==> src/rtl/apb_master_fsm.sv <==
// ---------------------------------------------------------------------------
// apb_master_fsm
// APB master engine for the AHB-to-APB bridge. It accepts single-beat requests
// from the bridge control path, decodes the slave select from the address and
// runs the APB SETUP/ACCESS handshake. It handles PREADY wait states and
// PSLVERR, and returns one registered response pulse per request.
//
// Optional build macro: APB_TIMEOUT_EN
//   When defined, an ACCESS phase with PREADY held low is aborted with an
//   error response once TIMEOUT_CYCLES wait cycles have elapsed. When
//   undefined, ACCESS waits indefinitely.
//
// Ports
//   HCLK, HRESET        clock, synchronous active-high reset
//   REQ_VALID/READY     request handshake (READY combinational: IDLE, no reset)
//   REQ_WRITE/ADDR/WDATA request direction, address and write data
//   RSP_VALID           one-cycle response pulse, no back-pressure
//   RSP_RDATA, RSP_ERR  read data (0 for writes/errors), error flag
//   PADDR..PWDATA       registered APB master outputs
//   PRDATA/PREADY/PSLVERR APB slave inputs
//
// state  | meaning
// -------+----------------------------------------------------------
// IDLE   | no transfer; accepts requests, decode misses answered here
// SETUP  | PSELX asserted, PENABLE low, one cycle
// ACCESS | PENABLE high, waiting for PREADY (or timeout abort)
// ---------------------------------------------------------------------------
module apb_master_fsm #(
    parameter int ADDR_W         = 32,
    parameter int DATA_W         = 32,
    parameter int NUM_SLAVES     = 4,
    parameter int SEL_LSB        = 28,
    parameter int TIMEOUT_CYCLES = 255
) (
    input  logic                  HCLK,
    input  logic                  HRESET,
    input  logic                  REQ_VALID,
    output logic                  REQ_READY,
    input  logic                  REQ_WRITE,
    input  logic [ADDR_W-1:0]     REQ_ADDR,
    input  logic [DATA_W-1:0]     REQ_WDATA,
    output logic                  RSP_VALID,
    output logic [DATA_W-1:0]     RSP_RDATA,
    output logic                  RSP_ERR,
    output logic [ADDR_W-1:0]     PADDR,
    output logic [NUM_SLAVES-1:0] PSELX,
    output logic                  PENABLE,
    output logic                  PWRITE,
    output logic [DATA_W-1:0]     PWDATA,
    input  logic [DATA_W-1:0]     PRDATA,
    input  logic                  PREADY,
    input  logic                  PSLVERR
);

    localparam int SEL_W = $clog2(NUM_SLAVES);
    localparam logic [SEL_W:0] NUM_SLAVES_L = (SEL_W + 1)'(NUM_SLAVES);

    if (NUM_SLAVES < 2) begin : g_bad_num_slaves
        $error("apb_master_fsm: NUM_SLAVES must be at least 2");
    end
    if (TIMEOUT_CYCLES < 0) begin : g_bad_timeout
        $error("apb_master_fsm: TIMEOUT_CYCLES must be non-negative");
    end

    typedef enum logic [1:0] {
        IDLE   = 2'd0,
        SETUP  = 2'd1,
        ACCESS = 2'd2
    } state_e;

    state_e                  state_q, state_d;
    logic [ADDR_W-1:0]       paddr_q, paddr_d;
    logic [DATA_W-1:0]       pwdata_q, pwdata_d;
    logic                    pwrite_q, pwrite_d;
    logic                    penable_q, penable_d;
    logic [NUM_SLAVES-1:0]   psel_q, psel_d;
    logic                    rsp_valid_q, rsp_valid_d;
    logic                    rsp_err_q, rsp_err_d;
    logic [DATA_W-1:0]       rsp_rdata_q, rsp_rdata_d;

    logic [SEL_W-1:0]        idx;
    logic                    hit;
    logic                    accept;
    logic [NUM_SLAVES-1:0]   sel_dec;

`ifdef APB_TIMEOUT_EN
    localparam int CNT_W = (TIMEOUT_CYCLES < 1) ? 1 : $clog2(TIMEOUT_CYCLES + 1);
    localparam logic [CNT_W-1:0] TIMEOUT_L = CNT_W'(TIMEOUT_CYCLES);
    logic [CNT_W-1:0]        wait_cnt_q, wait_cnt_d;
`endif

    assign REQ_READY = (state_q == IDLE) && !HRESET;
    assign accept    = REQ_VALID && REQ_READY;
    assign idx       = REQ_ADDR[SEL_LSB +: SEL_W];
    // Non-power-of-two slave counts leave index codes with no slave behind them.
    assign hit       = ({1'b0, idx} < NUM_SLAVES_L);

    always_comb begin
        for (int i = 0; i < NUM_SLAVES; i++) begin
            sel_dec[i] = (idx == SEL_W'(i));
        end
    end

    always_comb begin
        state_d     = state_q;
        paddr_d     = paddr_q;
        pwdata_d    = pwdata_q;
        pwrite_d    = pwrite_q;
        penable_d   = penable_q;
        psel_d      = psel_q;
        rsp_valid_d = 1'b0;
        rsp_err_d   = 1'b0;
        rsp_rdata_d = '0;
`ifdef APB_TIMEOUT_EN
        wait_cnt_d  = wait_cnt_q;
`endif
        case (state_q)
            IDLE: begin
                if (accept) begin
                    paddr_d  = REQ_ADDR;
                    pwdata_d = REQ_WDATA;
                    pwrite_d = REQ_WRITE;
                    if (hit) begin
                        state_d   = SETUP;
                        psel_d    = sel_dec;
                        penable_d = 1'b0;
                    end else begin
                        rsp_valid_d = 1'b1;
                        rsp_err_d   = 1'b1;
                    end
                end
            end
            SETUP: begin
                state_d   = ACCESS;
                penable_d = 1'b1;
`ifdef APB_TIMEOUT_EN
                wait_cnt_d = '0;
`endif
            end
            ACCESS: begin
                if (PREADY) begin
                    state_d     = IDLE;
                    psel_d      = '0;
                    penable_d   = 1'b0;
                    rsp_valid_d = 1'b1;
                    rsp_err_d   = PSLVERR;
                    rsp_rdata_d = (!pwrite_q && !PSLVERR) ? PRDATA : '0;
                end
`ifdef APB_TIMEOUT_EN
                else if (wait_cnt_q == TIMEOUT_L) begin
                    state_d     = IDLE;
                    psel_d      = '0;
                    penable_d   = 1'b0;
                    rsp_valid_d = 1'b1;
                    rsp_err_d   = 1'b1;
                end else begin
                    wait_cnt_d = wait_cnt_q + CNT_W'(1);
                end
`endif
            end
            default: begin
                state_d   = IDLE;
                psel_d    = '0;
                penable_d = 1'b0;
            end
        endcase
    end

    always_ff @(posedge HCLK) begin
        if (HRESET) begin
            state_q     <= IDLE;
            paddr_q     <= '0;
            pwdata_q    <= '0;
            pwrite_q    <= 1'b0;
            penable_q   <= 1'b0;
            psel_q      <= '0;
            rsp_valid_q <= 1'b0;
            rsp_err_q   <= 1'b0;
            rsp_rdata_q <= '0;
`ifdef APB_TIMEOUT_EN
            wait_cnt_q  <= '0;
`endif
        end else begin
            state_q     <= state_d;
            paddr_q     <= paddr_d;
            pwdata_q    <= pwdata_d;
            pwrite_q    <= pwrite_d;
            penable_q   <= penable_d;
            psel_q      <= psel_d;
            rsp_valid_q <= rsp_valid_d;
            rsp_err_q   <= rsp_err_d;
            rsp_rdata_q <= rsp_rdata_d;
`ifdef APB_TIMEOUT_EN
            wait_cnt_q  <= wait_cnt_d;
`endif
        end
    end

    assign PADDR     = paddr_q;
    assign PWDATA    = pwdata_q;
    assign PWRITE    = pwrite_q;
    assign PENABLE   = penable_q;
    assign PSELX     = psel_q;
    assign RSP_VALID = rsp_valid_q;
    assign RSP_ERR   = rsp_err_q;
    assign RSP_RDATA = rsp_rdata_q;

endmodule

==> config.mk <==
export PLATFORM = sky130hd
export DESIGN_NAME = apb_master_fsm
export DESIGN_NICKNAME = d
export VERILOG_FILES = /design/src/rtl/apb_master_fsm.sv
export SDC_FILE = /design/constraint.sdc
export NUM_CORES = 1
export LEC_CHECK = 0
export ABC_AREA = 1
export BUFFER_PORTS_ARGS = -buffer_cell sky130_fd_sc_hd__buf_2
export CORE_ASPECT_RATIO = 1.2
export CORE_MARGIN = 2
export CORE_UTILIZATION = 40
export CTS_BUF_LIST = sky130_fd_sc_hd__clkbuf_8
export CTS_CLUSTER_DIAMETER = 200
export DETAILED_ROUTE_END_ITERATION = 10
export PLACE_DENSITY_LB_ADDON = 0.2
export SYNTH_ARGS = -nofsm -noshare
export SYNTH_HDL_FRONTEND = slang
export SYNTH_SLANG_ARGS = --single-unit
==> constraint.sdc <==
create_clock -name HCLK -period 1.1 [get_ports HCLK]
set_input_delay 0.165 -clock HCLK [delete_from_list [all_inputs] [get_ports HCLK]]
set_output_delay 0.165 -clock HCLK [all_outputs]
set_load 0.005 [all_outputs]
==> impl_metrics.toml, run 1 <==
[worst_setup_path]
r2r_end = "PSELX[3]"
arrival_ns = 1.57
cp_slowest_cell = "dfxtp_2"
cp_cell_sequence = "nor2_4 > buf_6 > nand3_4 > buf_12 > buf_12 > nand2_8 > nand2_2 > a21oi_2"
cp_num_buf_inv = 3
worstPathRequired_ns = 1.40
worstRegToRegCells = 8
crit_path_start_kind = "register"
r2r-start = "state_q[1]"
path_delay_family = "buffers and inverters"
path_common_cell = "buf_12"
regToRegSetupSlack_ns = -0.17
crit_type = "register to register"
cp_slowest_stage_delay_ns = 0.35
end_kind = "register"
worstPathMaxFanout = 6

[global_route]
track_usage_pct = 22.0
globalRoute.totalOverflow = 0
grt_pass1_vias = 3580
antenna_found_initial = 0
grt_max_degree = 25
grt_first_pass_wirelength_um = 16100

[layout]
num_antenna_cells = 0
drive_above_1_share_pct = 50.9
syn_to_final_growth_pct = 95.0
mostFrequentLayoutCells = "205 x buf_2, 102 x dfxtp_1, 79 x dlygate4sd3_1"
seq_area_sq_mm = 0.00211
fillers = 554
final_nets = 838
multiInputGateArea_sq_mm = 0.00163
mostFrequentLayoutCell = "buf_2"

[hold_path]
hold-path-endpoint = "RSP_RDATA[11]"
worstHoldStart = "PRDATA[11]"
hold_class = "primary input to register"
whs_path_depth = 3

[timing]
fmax_mhz = 788
max_slew_margin_pct = 82.3
skew_ns = 0.00867
setup_viol = 90
drv_slew = 0
min_period_over_period_pct = 115
setup_ws_ns = -0.170
worstMarginPinSlew_ns = 0.266
layout_min_cycle_time_ns = 1.27
rsz0062_at_grt = "yes"
hold_viol = 0

[place]
gp_congestion = 0.726
portBuffers = 206
place_ws_ns = -0.0721
hpwl_um = 6570

[route]
avgRoutedWirePerCell_um = 15.3
vias = 4043
dr.pass1.iters = 4
drt_wl_total_um = 13100
drc = 0
dr.first_iter.drc_count = 154
via_per_inst = 4.71
ant_nets = 0

[yosys]
avgSynthCellArea_sq_um = 8.13
synth.distinct_cells = 16
synth_top_family_by_area = "simple AND/OR/NAND/NOR gates"
postSynthCellCount = 426
ys_seq_area_share_pct = 60.7
synth.net_count = 528
synth-xor-area-share_pct = 0
ys_seq_elements = 105
syn_area_sq_mm = 0.00346
ys_warn_count = 0
synth_compound_area_share_pct = 1.01
yosys.area_share.adder_pct = 0
yosys.area_share.simple_pct = 30.2
synth_mux_area_share_pct = 0

[clocking]
clockRootBuffer = "clkbuf_8"
htree_levels = 3
clk_path_buf_depth = 2
numCtsBuffers = 9
cts.sinks = 105
cts_tree = "built"
clk_pin_slew_ns = 0.10
clkLatencyLatePin_ns = 0.36

[power]
ir_worst_vdd_v = 0.000868
p_leak_nw = 3.64
power_mw = 8.33
pwr_density_cell_mw_per_mm2 = 1230

[flow_run]
cap_violations = 0

[floorplan]
start_util_pct = 40.9
ios = 207
rows = 37
die_w_um = 88.9
die_h_um = 106
dieArea_sq_mm = 0.00942
fp.coreArea_sq_mm = 0.00847

[run_status]
status = "finished with violations"
violations = "setup timing"
==> cell usage after synthesis, drive strengths merged <==
master / number / area share, %
a21oi: 6 / 0.87
buf: 14 / 2.9
clkbuf: 10 / 1.1
dfxtp: 105 / 61
inv: 38 / 4.1
nand2: 141 / 15
nand3: 69 / 10
nor2: 41 / 4.5
nor3b: 1 / 0.22
o21ai: 1 / 0.14
==> report_power, final <==
part           internal [mW]  switching, mW  leakage, nW  total (mW)
Sequential              4.01          0.123        0.859        4.14
Clock                   1.31           1.28        0.112        2.59
Combinational          0.857          0.743         2.67        1.60
==> routing by layer <==
metal,vias to the layer above,track usage [%],part of all wire (%)
met5,-,0,0
met4,0,9.96,4.3
met3,51,7.22,8.2
met2,202,39.6,53
met1,1857,22.5,34
li1,1933,-,-
==> cell families (layout without fill, tap and decap cells) <==
group	Yosys count	after routing
buffers and inverters	62	377
AND/OR/NAND/NOR	252	252
flip-flops	105	105
AO/OA/AOI/OAI	7	7
==> tightest hold or removal path, cell delays in order <==
cell and delay (ns):
buf_2 0.11, inv_1 0.04, nor2_1 0.03
==> how the worst max path moves through the flow <==
stage	from	endpoint	slack [ns]	cells after the start
floorplan	state_q[1]	PSELX[0]	0.03	6
global placement	state_q[1]	PWDATA[9]	-0.01	6
detailed placement	state_q[1]	PSELX[2]	-0.07	6
CTS	state_q[0]	REQ_READY	-0.18	4
global route	state_q[1]	PSELX[2]	-0.22	8
finish	state_q[1]	PSELX[3]	-0.17	8
==> cell type report <==
class | instances | share of cell area [%]
Tap cell | 117 | 2.17
Inverter | 38 | 2.50
Timing Repair Buffer | 322 | 36.4
Clock inverter | 3 | 0.686
Sequential cell | 105 | 31.2
Clock buffer | 13 | 2.65
Multi-Input combinational cell | 259 | 24.2
Timing Repair inverter | 1 | 0.241
==> state kept, by name, summed over array words and instances (netlist names) <==
signal / flops
PWDATA: 32
state_q: 2
RSP_RDATA: 32
PADDR: 32
RSP_ERR: 1
PWRITE: 1
PSELX: 4
RSP_VALID: 1
==> metrics by stage <==
stage               hold WS (ns)  std cells  cell area (sq um)  setup TNS [ns]  util (%)
finish                    0.0215        858               6750          -10.18      79.7
global route              0.0196        858               6750          -14.83      79.7
CTS                     0.000325        835               5850          -10.08      69.0
detailed placement         0.363        739               4660           -1.40      55.0
global placement           0.360        739               4660          -0.112      55.0
floorplan                  0.276        426               3460               0         -
==> timing repair <==
item	in CTS	in global routing
endpoints found under the hold margin	74	5
resized for setup	26	166
endpoints found under the setup margin	85	104
hold buffers	74	5
pin swaps	4	27
gates cloned	4	12
setup buffers	2	7
No activity file was read; power rests on OpenSTA's default activity.
==> run 2, diff against run 1 <==
- CORE_ASPECT_RATIO: 1.2 -> not set
- SETUP_SLACK_MARGIN: not set -> 0.3
==> impl_metrics.toml, run 2 (same netlist as run 1, synthesis figures left out) <==
[clocking]
htree_levels = 3
clockRootBuffer = "clkbuf_8"
clkLatencyLatePin_ns = 0.36
clk_path_buf_depth = 2
cts_tree = "built"
numCtsBuffers = 9
cts.sinks = 105
clk_pin_slew_ns = 0.11

[place]
portBuffers = 206
dp_cells = 727
gp_congestion = 0.740
hpwl_um = 6620

[floorplan]
dieArea_sq_mm = 0.00942
fp.coreArea_sq_mm = 0.00830
die_h_um = 97.0
start_util_pct = 41.7
die_w_um = 97.0
ios = 207
rows = 33

[worst_setup_path]
regToRegSetupSlack_ns = -0.24
path_depth = 7
r2r_end = "PADDR[26]"
crit_end = "PADDR[26]"
cp_slowest_cell = "dfxtp_2"
crit_type = "register to register"
startpoint = "state_q[0]"
worstPathRequired_ns = 1.36
crit_path_start_kind = "register"
worstRegToRegCells = 7
cp_slowest_stage_delay_ns = 0.35
cp_cell_sequence = "nor2_4 > buf_6 > nand3_4 > buf_4 > buf_16 > nand3_1 > nand2_1"
arrival_ns = 1.60
cp_num_buf_inv = 3
path_delay_family = "simple AND/OR/NAND/NOR gates"
r2r-start = "state_q[0]"
end_kind = "register"
worstPathMaxFanout = 11

[run_status]
status = "finished with violations"
violations = "setup timing"

[route]
dr.pass1.iters = 4
vias = 4047
ant_nets = 0
drc = 0
via_per_inst = 4.74
drt_wl_total_um = 13400
avgRoutedWirePerCell_um = 15.7
dr.first_iter.drc_count = 104

[global_route]
grt_pass1_vias = 3810
grt_max_degree = 43
grt_first_pass_wirelength_um = 18200
globalRoute.totalOverflow = 0
track_usage_pct = 23.7
antenna_found_initial = 0

[power]
p_leak_nw = 3.52
pwr_density_cell_mw_per_mm2 = 1270
ir_worst_vdd_v = 0.000782
power_mw = 8.50

[timing]
hold_viol = 0
fmax_mhz = 748
setup_ws_ns = -0.237
skew_ns = 0.0140
rsz0062_at_grt = "yes"
min_period_over_period_pct = 122
drv_slew = 0
worstMarginPinSlew_ns = 0.245
max_slew_margin_pct = 83.6
setup_viol = 103
fin_hold_ws_ns = 0.0181
layout_min_cycle_time_ns = 1.34

[flow_run]
cap_violations = 0

[layout]
drive_above_1_share_pct = 55.5
final_nets = 846
mostFrequentLayoutCells = "166 x buf_2, 132 x nand2_1, 78 x dfxtp_2"
num_antenna_cells = 0
final_cells = 854
syn_to_final_growth_pct = 93.2
mostFrequentLayoutCell = "buf_2"

[hold_path]
hold_class = "primary input to register"
run 2: cell count changes in the layout (fill, tap and decap cells not counted), moves of 11 or more:
cell | before | now
buf_2 | 205 | 166
buf_4 | 8 | 29
buf_6 | 8 | 48
dfxtp_1 | 102 | 26
dfxtp_2 | 3 | 78
nand2_1 | 72 | 132
nand2_2 | 44 | 7
nand2_4 | 24 | 2
nand3_1 | 58 | 47
nand3_2 | 8 | 20
nor2_2 | 8 | 21
nor2_4 | 19 | 3
run 2: repair_timing:
action | 4_1_cts | 5_1_grt
gates resized for setup | 63 | 133
endpoints found under the hold margin | 74 | 1
pin swaps | 2 | 5
hold buffers | 74 | 1
setup endpoints to repair | 209 | 210
cloned | 3 | 6
buffers inserted | 11 | 16
run 2: metrics by stage:
step | setup slack (ns) | utilization (%) | TNS [ns] | area, sq um
after floorplan | 0.0403 | - | 0 | 3500
after global placement | -0.0305 | 56.2 | -0.520 | 4670
after detailed placement | -0.0482 | 56.2 | -1.53 | 4670
after CTS | -0.163 | 72.4 | -10.62 | 6010
after global routing | -0.300 | 80.6 | -19.74 | 6690
final | -0.237 | 80.6 | -12.89 | 6690
run 2: worst min path at each step:
stage | startpoint | end | slack, ns | depth (start not counted)
2_1_floorplan | REQ_ADDR[13] | PADDR[13] | 0.26 | 2
3_3_place_gp | REQ_ADDR[16] | PADDR[16] | 0.35 | 3
3_5_place_dp | REQ_ADDR[15] | PADDR[15] | 0.35 | 3
4_1_cts | REQ_WRITE | PWRITE | 0.0002 | 3
5_1_grt | REQ_WRITE | PWRITE | 0.003 | 3
6_report | REQ_ADDR[18] | PADDR[18] | 0.02 | 3
run 2: layer usage:
metal  track usage (%)  vias up  routed length [um]
met4              8.13        0                 425
met5                 0        -                   0
li1                  -     1945                   -
met2              44.1      174                7140
met3              5.35       35                 849
met1              26.4     1893                5000
run 2: power by group:
part           total [mW]  internal, mW  leakage [nW]  switching (mW)
clock                2.75          1.38         0.117            1.36
combinational        1.56         0.904          2.52           0.659
sequential           4.19          4.05         0.890           0.139
run 2: cell type report:
| cell class | count | area (sq um) |
|---|---|---|
| Timing Repair Buffer | 331 | 2640 |
| Clock inverter | 6 | 98.8 |
| Fill cell | 496 | 1610 |
| Sequential cell | 105 | 2200 |
| Clock buffer | 10 | 138 |
| Multi-Input combinational cell | 259 | 1330 |
| Inverter | 38 | 148 |
| Tap cell | 105 | 131 |
run 2: worst min-delay path: stages:
cell,delay (ns)
buf_2,0.09
nand2_1,0.04
nand2_1,0.06
